==> config.mk <==
export PLATFORM = sky130hd
export DESIGN_NAME = cmos_emu
export DESIGN_NICKNAME = d
export VERILOG_FILES = /design/src/rtl/cmos_emu.sv
export SDC_FILE = /design/constraint.sdc
export NUM_CORES = 2
export LEC_CHECK = 0
export ABC_AREA = 0
export CAP_MARGIN = 0
export CORE_MARGIN = 5
export CORE_UTILIZATION = 50
export DETAILED_ROUTE_END_ITERATION = 10
export PLACE_DENSITY = 0.64
export SYNTH_ARGS = -nofsm -noshare
export SYNTH_HDL_FRONTEND = slang
export SYNTH_SLANG_ARGS = --single-unit
==> constraint.sdc <==
create_clock -name zclk -period 9.55 [get_ports zclk]
set_input_delay 1.91 -clock zclk [delete_from_list [all_inputs] [get_ports zclk]]
set_output_delay 1.91 -clock zclk [all_outputs]
set_load 0.02 [all_outputs]
==> src/rtl/cmos_emu.sv <==
// MC146818-style CMOS/RTC model: 256-byte register space, BCD 24 h clock/calendar in 0x00-0x09.
// Single-cycle read/write accesses; reads are registered and held until the next read.
module cmos_emu #(
  parameter int TICKS_PER_SEC = 3500000
) (
  input  logic       zclk,
  input  logic       rst,
  input  logic       cmos_req,
  input  logic       cmos_rnw,
  input  logic [7:0] cmos_addr,
  input  logic [7:0] cmos_write,
  output logic [7:0] cmos_read
);

  localparam int PW = (TICKS_PER_SEC > 1) ? $clog2(TICKS_PER_SEC) : 1;
  localparam logic [PW-1:0] PRESC_MAX = PW'(TICKS_PER_SEC - 1);

  logic [PW-1:0] presc_reg;
  logic          pending_reg;
  logic [7:0]    sec_reg, min_reg, hour_reg, dow_reg, date_reg, month_reg, year_reg;
  logic [6:0]    reg_a_reg;
  logic [7:0]    reg_b_reg;
  logic [7:0]    mem [0:255] = '{default: 8'h00};

  logic       wr_en, rd_en, tick_raw, tick_due, advance, is_ram_addr;
  logic       c_min, c_hour, c_day, c_month, c_year;
  logic [1:0] yr_mod4;
  logic [7:0] month_last, read_val;

  function automatic logic [7:0] bcd_inc(input logic [7:0] v);
    return (v[3:0] == 4'h9) ? {v[7:4] + 4'h1, 4'h0} : v + 8'h01;
  endfunction

  function automatic logic [7:0] bcd_step(input logic [7:0] v, input logic [7:0] limit,
                                          input logic [7:0] wrap_to);
    return (v == limit) ? wrap_to : bcd_inc(v);
  endfunction

  assign wr_en    = cmos_req & ~cmos_rnw;
  assign rd_en    = cmos_req & cmos_rnw;
  assign tick_raw = (presc_reg == PRESC_MAX);
  // A tick colliding with a write waits for the next write-free cycle.
  assign tick_due = (tick_raw | pending_reg) & ~wr_en;
  assign advance  = tick_due & ~reg_b_reg[7];

  // tens*10 mod 4 == (tens odd ? 2 : 0), so only tens[0] matters.
  assign yr_mod4 = year_reg[1:0] + {year_reg[4], 1'b0};

  always_comb begin
    month_last = 8'h31;
    case (month_reg)
      8'h02:                      month_last = (yr_mod4 == 2'd0) ? 8'h29 : 8'h28;
      8'h04, 8'h06, 8'h09, 8'h11: month_last = 8'h30;
      default:                    month_last = 8'h31;
    endcase
  end

  assign c_min   = (sec_reg == 8'h59);
  assign c_hour  = c_min & (min_reg == 8'h59);
  assign c_day   = c_hour & (hour_reg == 8'h23);
  assign c_month = c_day & (date_reg == month_last);
  assign c_year  = c_month & (month_reg == 8'h12);

  assign is_ram_addr = (cmos_addr == 8'h01) || (cmos_addr == 8'h03) ||
                       (cmos_addr == 8'h05) || (cmos_addr >= 8'h0E);

  always_comb begin
    read_val = 8'h00;
    case (cmos_addr)
      8'h00:   read_val = sec_reg;
      8'h02:   read_val = min_reg;
      8'h04:   read_val = hour_reg;
      8'h06:   read_val = dow_reg;
      8'h07:   read_val = date_reg;
      8'h08:   read_val = month_reg;
      8'h09:   read_val = year_reg;
      8'h0A:   read_val = {1'b0, reg_a_reg};
      8'h0B:   read_val = reg_b_reg;
      8'h0C:   read_val = 8'h00;
      8'h0D:   read_val = 8'h80;
      default: read_val = mem[cmos_addr];
    endcase
  end

  // RAM and alarm bytes survive reset.
  always_ff @(posedge zclk) begin
    if (!rst && wr_en && is_ram_addr)
      mem[cmos_addr] <= cmos_write;
  end

  always_ff @(posedge zclk) begin
    if (rst) begin
      cmos_read   <= 8'h00;
      presc_reg   <= '0;
      pending_reg <= 1'b0;
      sec_reg     <= 8'h00;
      min_reg     <= 8'h00;
      hour_reg    <= 8'h00;
      dow_reg     <= 8'h01;
      date_reg    <= 8'h01;
      month_reg   <= 8'h01;
      year_reg    <= 8'h00;
      reg_a_reg   <= 7'h00;
      reg_b_reg   <= 8'h02;
    end else begin
      if (rd_en)
        cmos_read <= read_val;

      if (wr_en && cmos_addr == 8'h00)
        presc_reg <= '0;
      else if (tick_raw)
        presc_reg <= '0;
      else
        presc_reg <= presc_reg + 1'b1;

      pending_reg <= wr_en & (tick_raw | pending_reg);

      if (wr_en) begin
        case (cmos_addr)
          8'h00:   sec_reg   <= cmos_write;
          8'h02:   min_reg   <= cmos_write;
          8'h04:   hour_reg  <= cmos_write;
          8'h06:   dow_reg   <= cmos_write;
          8'h07:   date_reg  <= cmos_write;
          8'h08:   month_reg <= cmos_write;
          8'h09:   year_reg  <= cmos_write;
          8'h0A:   reg_a_reg <= cmos_write[6:0];
          8'h0B:   reg_b_reg <= cmos_write;
          default: ;
        endcase
      end else if (advance) begin
        sec_reg <= bcd_step(sec_reg, 8'h59, 8'h00);
        if (c_min)   min_reg   <= bcd_step(min_reg, 8'h59, 8'h00);
        if (c_hour)  hour_reg  <= bcd_step(hour_reg, 8'h23, 8'h00);
        if (c_day)   dow_reg   <= bcd_step(dow_reg, 8'h07, 8'h01);
        if (c_day)   date_reg  <= bcd_step(date_reg, month_last, 8'h01);
        if (c_month) month_reg <= bcd_step(month_reg, 8'h12, 8'h01);
        if (c_year)  year_reg  <= bcd_step(year_reg, 8'h99, 8'h00);
      end
    end
  end

endmodule

# Word level (Yosys, flattened, before mapping)
# Memories as Yosys holds them, arrays and structs flattened.
# Index checks and enable logic that the tools add are counted.
# totals
ff_bits	102
ram_bits	2048
in_bits	20
out_inout_bits	8
elab_cells	155
mem_count	1
# classes
addsub	16
magnitude_cmp	1
eq_ne	40
n_mux	46
n_bitwise	13
reduce_logical	26
# mem_list
memory	words	word_bits	read_ports	rd_clocked_by_memory_dff	write_ports	line_no	source
mem	256	8	1	0	1	23	logic [7:0] mem [0:255] = '{default: 8'h00};
# ops
cell	n
$mux W8	41
$pmux W8 S11	1
$add A8 B1 Y8 const B	7
$eq A8 B3 Y1 const B	7
$eq A8 B4 Y1 const B	7
$add A4 B1 Y4 const B	7
$eq A4 B4 Y1 const B	7
$eq A8 B2 Y1 const B	3
$add A22 B1 Y22 const B	1
$eq A22 B22 Y1 const B	1
$reduce_and A3 Y1	6
$eq A8 B5 Y1 const B	2
$eq A8 B7 Y1 const B	2
$ne A2 B1 Y1 const B	7
$reduce_bool A2 Y1	6
$pmux W5 S2	1
$and A1 B1 Y1	9
$eq A8 B1 Y1 const B	1
$eq A8 B6 Y1 const B	1
$eq A8 B8 Y1	1
$eq A8 B8 Y1 const B	1
$ge A8 B4 Y1 const B	1
$logic_not A8 Y1	1
$reduce_and A2 Y1	3
other kinds (10)	18

# Longest topological paths before layout
# depth
word_depth	10
ltp_mapped	13
ltp_nobuf	9

# Worst setup path after synthesis
# OpenSTA, ideal clock, no wires.
# synth_path
path_kind	in2reg
startpoint	input port cmos_addr[1]
endpoint	memory mem[222][0], enable pin
setup_ns	0.370
t_arrival_ns	4.017
required_time_ns	9.180
setup_slack_ns	5.162
cell_stages	11
path_buffers	5
cell_sequence	buf_6 > buf_6 > buf_6 > buf_6 > and2_1 > nand2_1 > o211a_1 > nor4_2 > nand2_1 > buf_2 > nor2_1
# synth_between
elab_chain_len	7
word_cells_on_any_way	10
classes_between	1 x order compare; 3 x eq/ne; 2 x mux; 4 x reduce/logical
# synth_lines
element	line_no	source
start, declared	10	input logic [7:0] cmos_addr,
parallel branches: the longest is 7 deep, another holds $ge A8 B4 Y1	--	
end, declared	23	
# Several ways; the timed one is not identified.

# Worst setup path after layout
# layout_path
startpoint	input port cmos_addr[5]
endpoint	register cmos_read[3]
# layout_between
elab_chain_len	2
word_cells_on_any_way	13
classes_between	10 x eq/ne; 1 x mux; 1 x reduce/logical; 1 x memory
# layout_lines
element	line_no	source
$mem_v2 Z256 W8, or another cell as far along	--	
$pmux W8 S11 *	69	case (cmos_addr)
end signal, assigned	107	cmos_read <= read_val;
end, declared	12	output logic [7:0] cmos_read
# Every way passes the cells marked *; elsewhere a longest branch is shown, timed or not.
# A chain may end at the register's enable or synchronous reset.

==> results list <==
- Worst-skew pair later-pin latency: 0.84 ns
- Via count of the first global-routing pass: 44600
- First-pass detailed-route iteration total: 5
- The hold violation count in the final report was 0.
- The Yosys step of the flow raised 0 warnings.
* Number of cells produced by synthesis: 4492
- Of all flip-flops after synthesis, the portion carrying an async set or reset was 0%.
- The core region is 171000 µm².
- Counting flops with a built-in enable in the synthesized netlist gives 2048.
- Count of input and output buffers: 27
* Static Leak: between 0.02 and 0.03 µW
* Final critical-path share of the clock period: 58.4%
- Final global-route overflow total: 0
- For this design, the sink count on the clock tree is 2150.
* Worst-path clk slew: approximately 0.060 ns
- The initial antenna violation count is 4.
- The HPWL after detailed placement is 136000 µm.
- The finished layout holds about 7000 standard cells, fillers aside.
* Number of flip-flops in the largest register: 2048
- Summing over every cut layer, the via total after detailed routing is 45100.
- Count of pins over their slew limit: 0
- The net count of the finished layout is approximately 4700.
* Area share of the largest cell type after synthesis: a little under three quarters
- Dividing the detail-routed wire length by the instance count gives 31.5 µm.
- Buffers inserted to repair hold after CTS numbered 0.
* Sequential-to-total area share from yosys stat: 73.9%
- Root Buffer Master: clkbuf_16
- STA classifies the critical path startpoint as an input pin.
- STA puts the critical path data arrival time at ~6.2 ns.
- Worst slew pin tran: around 1.3 ns
- Leading cell type in the layout, fill and taps excluded: edfxtp_1
* Worst IR drop on VDD: 0.163 mV
* Clock tree buffer depth: 3
- Die area: 180000 µm²
- Cell type with the largest total area after synthesis: edfxtp_1
- Instance count after placement with tap cells included: 6739
* Share of final-layout standard cells stronger than drive strength 1: 19.3%
* Total GRT Usage: 25.0%
- In this run, synthesis produced a sequential element count of roughly 2200.
- In this run the worst path has a maximum fanout of 36.
- Worst relative slew slack: 13.1%
* Buffers inserted during post-CTS setup optimization: 0
- The first routing iteration left 6040 violations.
* Clock tree from TritonCTS: built
* Aggregate routed wire length: 224000 µm
- Setup repair after global routing left no endpoint under its margin.
- Pin placement for this block handled 28 I/O pins.
- Number of placement rows: about 150
- Cell variety after synth: a little over 80
- Vertical die dimension: between 400 and 500 µm
- The congestion estimate from routability-driven global placement came to between 0.9 and 1.
- Derived from the worst setup path, the maximum achievable clock frequency is 179 MHz.
* Mapped Area: 85900 µm²
- For this design the ratio of total power to cell area is 204 nW/µm².
- Reported max-cap violation count: 0
- Clock skew on the completed layout was measured at 0.0340 ns.
* Global-route wire length before repair: 326000 µm
* # resized after CTS: 0
- Sorting the synthesized cells by area gives the leading types as edfxtp_1 (72%), mux4_2 (13%), dfxtp_1 (2.4%).
- At the worst endpoint, the required time is 10.22 ns.
* Count of nets left with antenna violations after detail routing: 0
* Count of endpoints failing setup in the final report: 0
* Drt drc: 0
- Type of element capturing the critical path: flop
- The die is 425 µm wide.
* Min Tclk post-route: 5.57 ns
- The path class of the tightest hold or removal check is reg2reg.
- A synthesized cell averages 19.1 µm².
* Classification of the worst setup path: in2reg
- Setup total negative slack on the finished layout was measured at 0 ns.
* Largest net degree at the start of global routing: 129
- Starting density of the core: 50.1%
- Number of vias per cell: 6.33
* Status: finished clean
- Highest-count cells in the layout ignoring fill and taps: edfxtp_1 (2048), mux4_2 (482), nor2_1 (357), clkbuf_16 (214), nand2_1 (156)
- Syn-to-layout area delta: 11.1%
- TritonCTS created 211 clock buffers.
- Post-synth top flop: edfxtp_1
- Number of H-tree levels: 4
-- cell type report --
| type | instances | area (µm²) |
|---|---|---|
| diodes | 1 | 2.50 |
| clock buffers | 271 | 5570 |
| clock inverters | 123 | 1190 |
| fillers | 12900 | 75900 |
| inverters | 29 | 109 |
| multi-input cells | 2140 | 21100 |
| flip-flops and latches | 2150 | 63500 |
| well taps | 2310 | 2890 |
| repair buffers | 110 | 1030 |
-- cells by family (layout without fill, tap and decap cells) --
group | count (synthesis) | in the layout | synth area share, %
simple gates | 802 | 802 | 4.32
xor+xnor | 23 | 23 | 0.234
other cells | 1 | 89 | 0.00436
mux | 664 | 664 | 14.9
buf+inv | 289 | 533 | 1.95
fa+ha+maj | 27 | 27 | 0.393
flops | 2150 | 2150 | 73.9
compound gates | 536 | 536 | 4.21
-- per-layer routing --
metal / GRT usage (%) / routed length, µm
met5: 0 / 0
met4: 7.82 / 7090
met2: 38.2 / 105000
met3: 5.28 / 21000
met1: 36.5 / 91000
-- report_power, final --
| group | leakage [µW] | switching, µW | internal, µW |
|---|---|---|---|
| logic | 0.00722 | 636 | 311 |
| clock network | 0.00330 | 3540 | 4610 |
| registers | 0.0193 | 14.6 | 10400 |
-- stage by stage --
step                      instance area, µm²  hold slack (ns)  total power (µW)  setup WS [ns]  utilization, %
after floorplan                        86300            0.418             11100           5.16               -
after global placement                 88700            0.431             11500           3.25            51.8
after detailed placement               88700            0.441             11500           3.21            51.8
after CTS                              95500            0.455             19600           4.09            55.7
after global routing                   95500            0.493             20100           3.99            55.7
final                                  95500            0.448             19500           3.98            55.7
-- synth_stat cells (21+ instances only) --
cell,count
a21oi_1,113
a22oi_1,89
and3_1,25
buf_2,65
buf_4,33
buf_6,45
clkbuf_1,103
dfxtp_1,102
edfxtp_1,2048
ha_1,27
inv_1,28
mux2_2,28
mux2i_1,146
mux4_2,482
nand2_1,160
nand2b_1,21
nand3_1,50
nor2_1,360
nor2b_1,27
nor3_1,44
nor4_1,25
o21ai_0,92
o22a_1,24
o22ai_1,52
-- path summary, 6_finish.rpt --
path,start,cells past startpoint,end,slack [ns]
hold / removal,presc_reg[0],1,presc_reg[0],0.45
setup / recovery,cmos_addr[5],9,cmos_read[3],3.98
hold reg to reg,presc_reg[0],1,presc_reg[0],0.45
setup reg to reg,mem[175][2],7,cmos_read[2],6.31
-- critical path, cell delays in order --
cell       delay (ns)
buf_2            0.69
nor2b_4          0.69
buf_4            0.45
nand2_1          0.62
o22ai_1          0.65
nor4_1           0.17
a311o_1          0.35
o2111ai_1        0.40
a32oi_1          0.21
Note: power is estimated with default switching activity, not from simulation.
